File: src/rtl/op_dispatcher_pkg.sv
// Shared types for the op dispatch stage: op layout, command codes,
// dispatcher states and handler-class selection.
package op_dispatcher_pkg;

  typedef logic [7:0] cmd_t;

  localparam cmd_t CMD_G00 = 8'd0;
  localparam cmd_t CMD_G01 = 8'd1;
  localparam cmd_t CMD_G02 = 8'd2;
  localparam cmd_t CMD_G03 = 8'd3;
  localparam cmd_t CMD_G90 = 8'd90;
  localparam cmd_t CMD_G91 = 8'd91;
  localparam cmd_t CMD_M03 = 8'd131;
  localparam cmd_t CMD_M05 = 8'd133;

  typedef struct packed {
    cmd_t        cmd;
    logic [15:0] x;
    logic [15:0] y;
    logic [15:0] z;
    logic [15:0] f;
  } Op_st;

  typedef enum logic [1:0] {IDLE, DISPATCH, WAIT_DONE, HOLD} DispatchState_e;

  typedef enum logic [2:0] {SEL_LIN, SEL_CIRC, SEL_SERVO, SEL_MODE, SEL_BAD} HandlerSel_e;

  // True for classes that are started via a trigger line.
  function automatic logic is_handler(HandlerSel_e s);
    return (s == SEL_LIN) || (s == SEL_CIRC) || (s == SEL_SERVO);
  endfunction

  // Trigger vector {servo, circ, lin} for a selection; zero for non-handlers.
  function automatic logic [2:0] trig_mask(HandlerSel_e s);
    case (s)
      SEL_LIN:   return 3'b001;
      SEL_CIRC:  return 3'b010;
      SEL_SERVO: return 3'b100;
      default:   return 3'b000;
    endcase
  endfunction

endpackage

File: src/rtl/op_dispatcher_decoder.sv
// Combinational cmd -> handler class mapping; kept standalone so a
// lookahead stage can decode ahead of the dispatcher.
module OpCmdDecoder
  import op_dispatcher_pkg::*;
(
  input  cmd_t        cmd_i,
  output HandlerSel_e sel_o
);

  // Map each recognised command to its handler class, everything else is BAD.
  always_comb begin
    sel_o = SEL_BAD;
    case (cmd_i)
      CMD_G00, CMD_G01: sel_o = SEL_LIN;
      CMD_G02, CMD_G03: sel_o = SEL_CIRC;
      CMD_M03, CMD_M05: sel_o = SEL_SERVO;
      CMD_G90, CMD_G91: sel_o = SEL_MODE;
      default:          sel_o = SEL_BAD;
    endcase
  end

endmodule

File: src/rtl/op_dispatcher.sv
// Op dispatcher: accepts one op, triggers the matching motion handler and
// waits for completion, or holds a positioning-mode op for a fixed time.
module op_dispatcher
  import op_dispatcher_pkg::*;
#(
  parameter int unsigned MODE_HOLD_CYCLES = 4,
  parameter int unsigned ACCEPT_TIMEOUT   = 1023
) (
  input  logic clk,
  input  logic reset,
  input  logic clk_en,
  input  Op_st op_in,
  input  logic op_valid,
  output logic op_ready,
  output Op_st op,
  output logic lin_trigger,
  output logic circ_trigger,
  output logic servo_trigger,
  input  logic lin_rdy,
  input  logic circ_rdy,
  input  logic servo_rdy,
  output logic busy,
  output logic err,
  input  logic err_clr
);

  localparam int HW = $clog2(MODE_HOLD_CYCLES + 1);
  localparam int TW = $clog2(ACCEPT_TIMEOUT + 1);
  localparam logic [HW-1:0] HOLD_LOAD = HW'(MODE_HOLD_CYCLES - 1);
  localparam logic [TW-1:0] TO_LIMIT  = TW'(ACCEPT_TIMEOUT);

  DispatchState_e state_q, state_d;
  Op_st           op_q, op_d;
  HandlerSel_e    sel_q, sel_d;
  HandlerSel_e    in_sel;
  logic [2:0]     trig_q, trig_d;
  logic [HW-1:0]  hold_q, hold_d;
  logic [TW-1:0]  to_q, to_d;
  logic [TW-1:0]  to_inc;
  logic           err_q, err_d;
  logic           err_set;
  logic           sel_rdy;

  OpCmdDecoder u_dec (
    .cmd_i (op_in.cmd),
    .sel_o (in_sel)
  );

  assign to_inc = to_q + 1'b1;

  // Ready line of the handler the current op was sent to.
  always_comb begin
    sel_rdy = 1'b1;
    case (sel_q)
      SEL_LIN:   sel_rdy = lin_rdy;
      SEL_CIRC:  sel_rdy = circ_rdy;
      SEL_SERVO: sel_rdy = servo_rdy;
      default:   sel_rdy = 1'b1;
    endcase
  end

  // State, op, triggers, counters and error flag; everything gated by clk_en.
  always_ff @(posedge clk or negedge reset) begin
    if (!reset) begin
      state_q <= IDLE;
      op_q    <= '0;
      sel_q   <= SEL_LIN;
      trig_q  <= '0;
      hold_q  <= '0;
      to_q    <= '0;
      err_q   <= 1'b0;
    end else if (clk_en) begin
      state_q <= state_d;
      op_q    <= op_d;
      sel_q   <= sel_d;
      trig_q  <= trig_d;
      hold_q  <= hold_d;
      to_q    <= to_d;
      err_q   <= err_d;
    end
  end

  // Next-state logic; triggers are computed here so they are registered.
  always_comb begin
    state_d = state_q;
    op_d    = op_q;
    sel_d   = sel_q;
    trig_d  = trig_q;
    hold_d  = hold_q;
    to_d    = to_q;
    err_set = 1'b0;
    case (state_q)
      IDLE: begin
        if (op_valid) begin
          if (is_handler(in_sel)) begin
            op_d    = op_in;
            sel_d   = in_sel;
            trig_d  = trig_mask(in_sel);
            to_d    = '0;
            state_d = DISPATCH;
          end else if (in_sel == SEL_MODE) begin
            op_d    = op_in;
            sel_d   = SEL_MODE;
            hold_d  = HOLD_LOAD;
            state_d = HOLD;
          end else begin
            err_set = 1'b1;
          end
        end
      end
      DISPATCH: begin
        // Acceptance wins over a timeout landing on the same cycle.
        if (!sel_rdy) begin
          trig_d  = '0;
          to_d    = '0;
          state_d = WAIT_DONE;
        end else if (to_inc == TO_LIMIT) begin
          trig_d  = '0;
          to_d    = '0;
          err_set = 1'b1;
          state_d = IDLE;
        end else begin
          to_d = to_inc;
        end
      end
      WAIT_DONE: begin
        if (sel_rdy) state_d = IDLE;
      end
      HOLD: begin
        if (hold_q == '0) state_d = IDLE;
        else              hold_d  = hold_q - 1'b1;
      end
      default: state_d = IDLE;
    endcase
    err_d = err_set ? 1'b1 : (err_clr ? 1'b0 : err_q);
  end

  // Outputs: ready/busy decode the state, the rest come straight from registers.
  always_comb begin
    op_ready      = (state_q == IDLE);
    busy          = (state_q != IDLE);
    op            = op_q;
    lin_trigger   = trig_q[0];
    circ_trigger  = trig_q[1];
    servo_trigger = trig_q[2];
    err           = err_q;
  end

endmodule
File: config.mk
export PLATFORM = sky130hd
export DESIGN_NAME = op_dispatcher
export DESIGN_NICKNAME = d
export VERILOG_FILES = /design/src/rtl/op_dispatcher_pkg.sv /design/src/rtl/op_dispatcher_decoder.sv /design/src/rtl/op_dispatcher.sv
export SDC_FILE = /design/constraint.sdc
export NUM_CORES = 1
export LEC_CHECK = 0
export CAP_MARGIN = 20
export CORE_UTILIZATION = 35
export DETAILED_ROUTE_END_ITERATION = 6
export DONT_BUFFER_PORTS = 1
export HOLD_SLACK_MARGIN = 0.05
export PLACE_DENSITY = 0.47
export SKIP_CTS_REPAIR_TIMING = 1
export SLEW_MARGIN = 30
export SYNTH_ARGS = -nofsm -noshare
export SYNTH_HDL_FRONTEND = slang
export SYNTH_HIERARCHICAL = 1
export SYNTH_SLANG_ARGS = --single-unit
export TNS_END_PERCENT = 20
File: constraint.sdc
create_clock -name clk -period 2.6 [get_ports clk]
set_clock_uncertainty 0.05 [all_clocks]
set_input_delay 0.52 -clock clk [delete_from_list [all_inputs] [get_ports clk]]
set_output_delay 0.52 -clock clk [all_outputs]
set_load 0.02 [all_outputs]
==> qor.csv <==
stage,metric,value,unit
pwr,Switching Share,31.46,%
timing,Rel. slew slack,70.73,%
setup_path,CP Capture Type,flip-flop,
status,failing checks,negative hold slack,
clocking,Max Root-Sink Buffers,2,
setup_path,Worst EP required,2.80,ns
final_layout,post-route cell area,0.004653,mm^2
worst_hold_path,HP Class,in2async,
clocking,CTS root buf,clkbuf_16,
grt,Total GRT Usage,14.49,%
pwr,Logic pwr share,10.2,%
clocking,Inserted Clock Buffers,9,
detailed_routing,drt first pass iters,4,
pwr,Seq pwr share,57.7,%
final_layout,"commonest non-fill, non-tap cell in the layout",dfrtp_1,
timing,fin crit period,2.586,ns
final_layout,n_diodes,0,
clocking,CTS tree,done,
placement,routability-driven placement congestion ratio,0.7702,
final_layout,FF+latch area,0.002352,mm^2
clocking,H-tree depth,3,
logic_synthesis,post-synth top area share,57.37,%
floorplan,die width,110.2,um
pwr,Int Power,2595,uW
setup_path,type of origin of the critical path,primary input,
setup_path,reg2reg end,to_q[3],
timing,final setup vio count,0,
logic_synthesis,Synth Instances,318,
setup_path,R2R Setup Slk,0.35,ns
timing,Min Hold Slack,-0.1791,ns
logic_synthesis,Yosys warnings,6,
setup_path,CP max stage delay,0.56,ns
logic_synthesis,register area share after synthesis,57.37,%
floorplan,Die ar.,0.01215,mm^2
logic_synthesis,leading area contributor after synthesis,dfrtp_1,
logic_synthesis,Yosys cell types,53,
clocking,Sinks on Clock Net,94,
logic_synthesis,top_reg_cell synth,dfrtp_1,
logic_synthesis,total nets after synthesis,402,
timing,Fin. Hold Viols,94,
floorplan,num ports,158,
clocking,clock slew at reported path FFs,0.07,ns
timing,pins over their slew limit,0,
grt,largest net degree at the start of global routing,95,
placement,HPWL after DPL,6064,um
setup_path,"Cell Chain, Critical Path",or4_4 -> nor4_4 -> a211oi_2 -> nor2b_4 -> a21oi_2 -> or3b_4 -> or2_4 -> or4_1 -> o211ai_1,
grt,initial antenna violation count,0,
logic_synthesis,syn avg cell area,12.89,um^2
logic_synthesis,#FFs+latches synth,94,
timing,Setup TNS,0,ns
setup_path,critical path arrival,2.78,ns
logic_synthesis,number of synthesized flops with an enable pin,0,
floorplan,# rows,39,
final_layout,fillers,1096,
detailed_routing,Routed WL per cell,18.09,um
floorplan,Chip Height,110.2,um
pwr,switching power total,1191,uW
detailed_routing,drt total wl,8647,um
pwr,maximum VDD drop,0.3744,mV
status,status,"finished, violations left",
logic_synthesis,Post-Syn Area,0.004100,mm^2
final_layout,layout cells sized above 1,33.43,%
detailed_routing,DR vias,2562,
final_layout,Layout area overhead,13.49,%
pwr,clock share of power,32.1,%
timing,fin crit share,99.46,%
pwr,Leak,0.002151,uW
grt,vias in the first global route,2592,
setup_path,CP max FO,6,
setup_path,cell depth of the worst setup path,9,
pwr,Cell Pwr Density,813.6,mW/mm^2
run,Max-Cap Viols,0,
final_layout,nets,414,
detailed_routing,initial drt markers,92,
grt,global-route wire length before repair,13080,um
floorplan,initial core utilization,35.91,%
placement,Port Buf Inserts,0,
timing,fmax,0.3867,GHz
clocking,Worst-Skew Late Latency,0.33,ns
logic_synthesis,Async SR Flop Fraction,100.0,%
setup_path,slowest CP cell,or4_4,
logic_synthesis,"top cells by area, synth","dfrtp_1 (57%), mux2_2 (20%), nand2_1 (1.9%), ha_1 (1.2%), nand3_1 (1.2%)",
setup_path,cells on worst reg2reg path,8,
setup_path,Critical R2R Launch,to_q[0],
floorplan,Core ar.,0.01142,mm^2
final_layout,multi-input logic area,0.001687,mm^2
placement,Post-DP Area,0.004365,mm^2
grt,grt ovf,0,
final_layout,"commonest non-fill, non-tap cells in the layout","dfrtp_1 (94), mux2_2 (74), nand2_1 (21)",
detailed_routing,Vias/cell,5.360,
timing,Worst-Margin Slew,0.4350,ns
setup_path,CP Buf/Inv Count,0,
setup_path,Crit path max-delay family,simple AND/OR/NAND/NOR gates,
detailed_routing,DRC violations left,0,
setup_path,CP Class,in2reg,
timing,RSZ-0062 raised after global routing,yes,
detailed_routing,Detail Route Antenna Nets,0,
flip-flops by register name (all words and copies together) (netlist names):
register	flops
trig_q	3
hold_q	3
sel_q	3
state_q	2
op	72
to_q	10
err	1
final cells by class:
class                   count  area share (%)
multi-input cells         198           36.25
inverters                  13           1.049
clock inverters             4          0.6991
well taps                 143           3.845
flip-flops and latches     94           50.55
clock buffers              12           5.082
repair buffers             14           2.528
worst max-delay path by stage:
stage	slack (ns)	to	start
3_5_place_dp	-0.35	to_q[5]	op_in[69]
2_1_floorplan	-0.37	to_q[5]	op_in[69]
3_3_place_gp	-0.29	to_q[5]	op_in[69]
6_report	0.01	to_q[5]	op_in[69]
4_1_cts	0.01	to_q[5]	op_in[69]
5_1_grt	-0.07	to_q[5]	op_in[69]
power by group through the flow:
stage                     combinational, uW  clock [uW]  sequential (uW)
after detailed placement                389           0             2210
after CTS                               388        1260             2190
after floorplan                         329           0             2140
after global routing                    429        1310             2230
final                                   385        1210             2190
after global placement                  377           0             2220
routing by layer:
metal	global-route usage (%)	vias to the layer above	wire length [um]
met5	0	-	0
met4	8.647	0	229
met3	4.644	15	721
met2	20.80	109	3901
met1	19.04	1267	3794
li1	-	1171	-
cell usage after synthesis, types with 3 or more instances:
master	number
buf_1	5
nand2_1	21
or4_1	3
o21ai_0	6
nand3_1	10
nand4_1	4
inv_1	13
o221ai_1	3
buf_2	7
a21oi_1	3
a31oi_1	3
nor2_1	4
ha_1	4
a21o_1	3
nand2b_1	5
mux2_2	74
o21ai_1	6
nor3_1	3
dfrtp_1	94
cell families (layout without fill, tap and decap cells):
logic type,Yosys count,in the layout,synth area share [%]
mux,76,76,20.81
fa+ha+maj,4,4,1.221
xor+xnor,2,2,0.4273
simple gates,73,73,10.28
compound gates,43,43,7.293
flops,94,94,57.37
buf+inv,26,43,2.594
stage by stage:
| stage | instances | power, uW | utilization (%) | setup WS, ns |
|---|---|---|---|---|
| CTS | 478 | 3841 | 40.59 | 0.01030 |
| global route | 478 | 3971 | 40.75 | -0.07308 |
| floorplan | 318 | 2468 | - | -0.3662 |
| finish | 478 | 3786 | 40.75 | 0.01400 |
| global placement | 462 | 2596 | 38.23 | -0.2891 |
| detailed placement | 462 | 2604 | 38.23 | -0.3475 |
worst reg2reg max path: cells and delay by family (launching register included):
family | cells | cell delay (ns)
AND/OR/NAND/NOR | 3 | 0.62
flip-flops | 1 | 0.44
AO/OA/AOI/OAI | 2 | 0.33
adder cells (fa/ha/maj) | 1 | 0.31
buffers and inverters | 1 | 0.22
XOR/XNOR | 1 | 0.17
(Power assumes the default switching activity.)
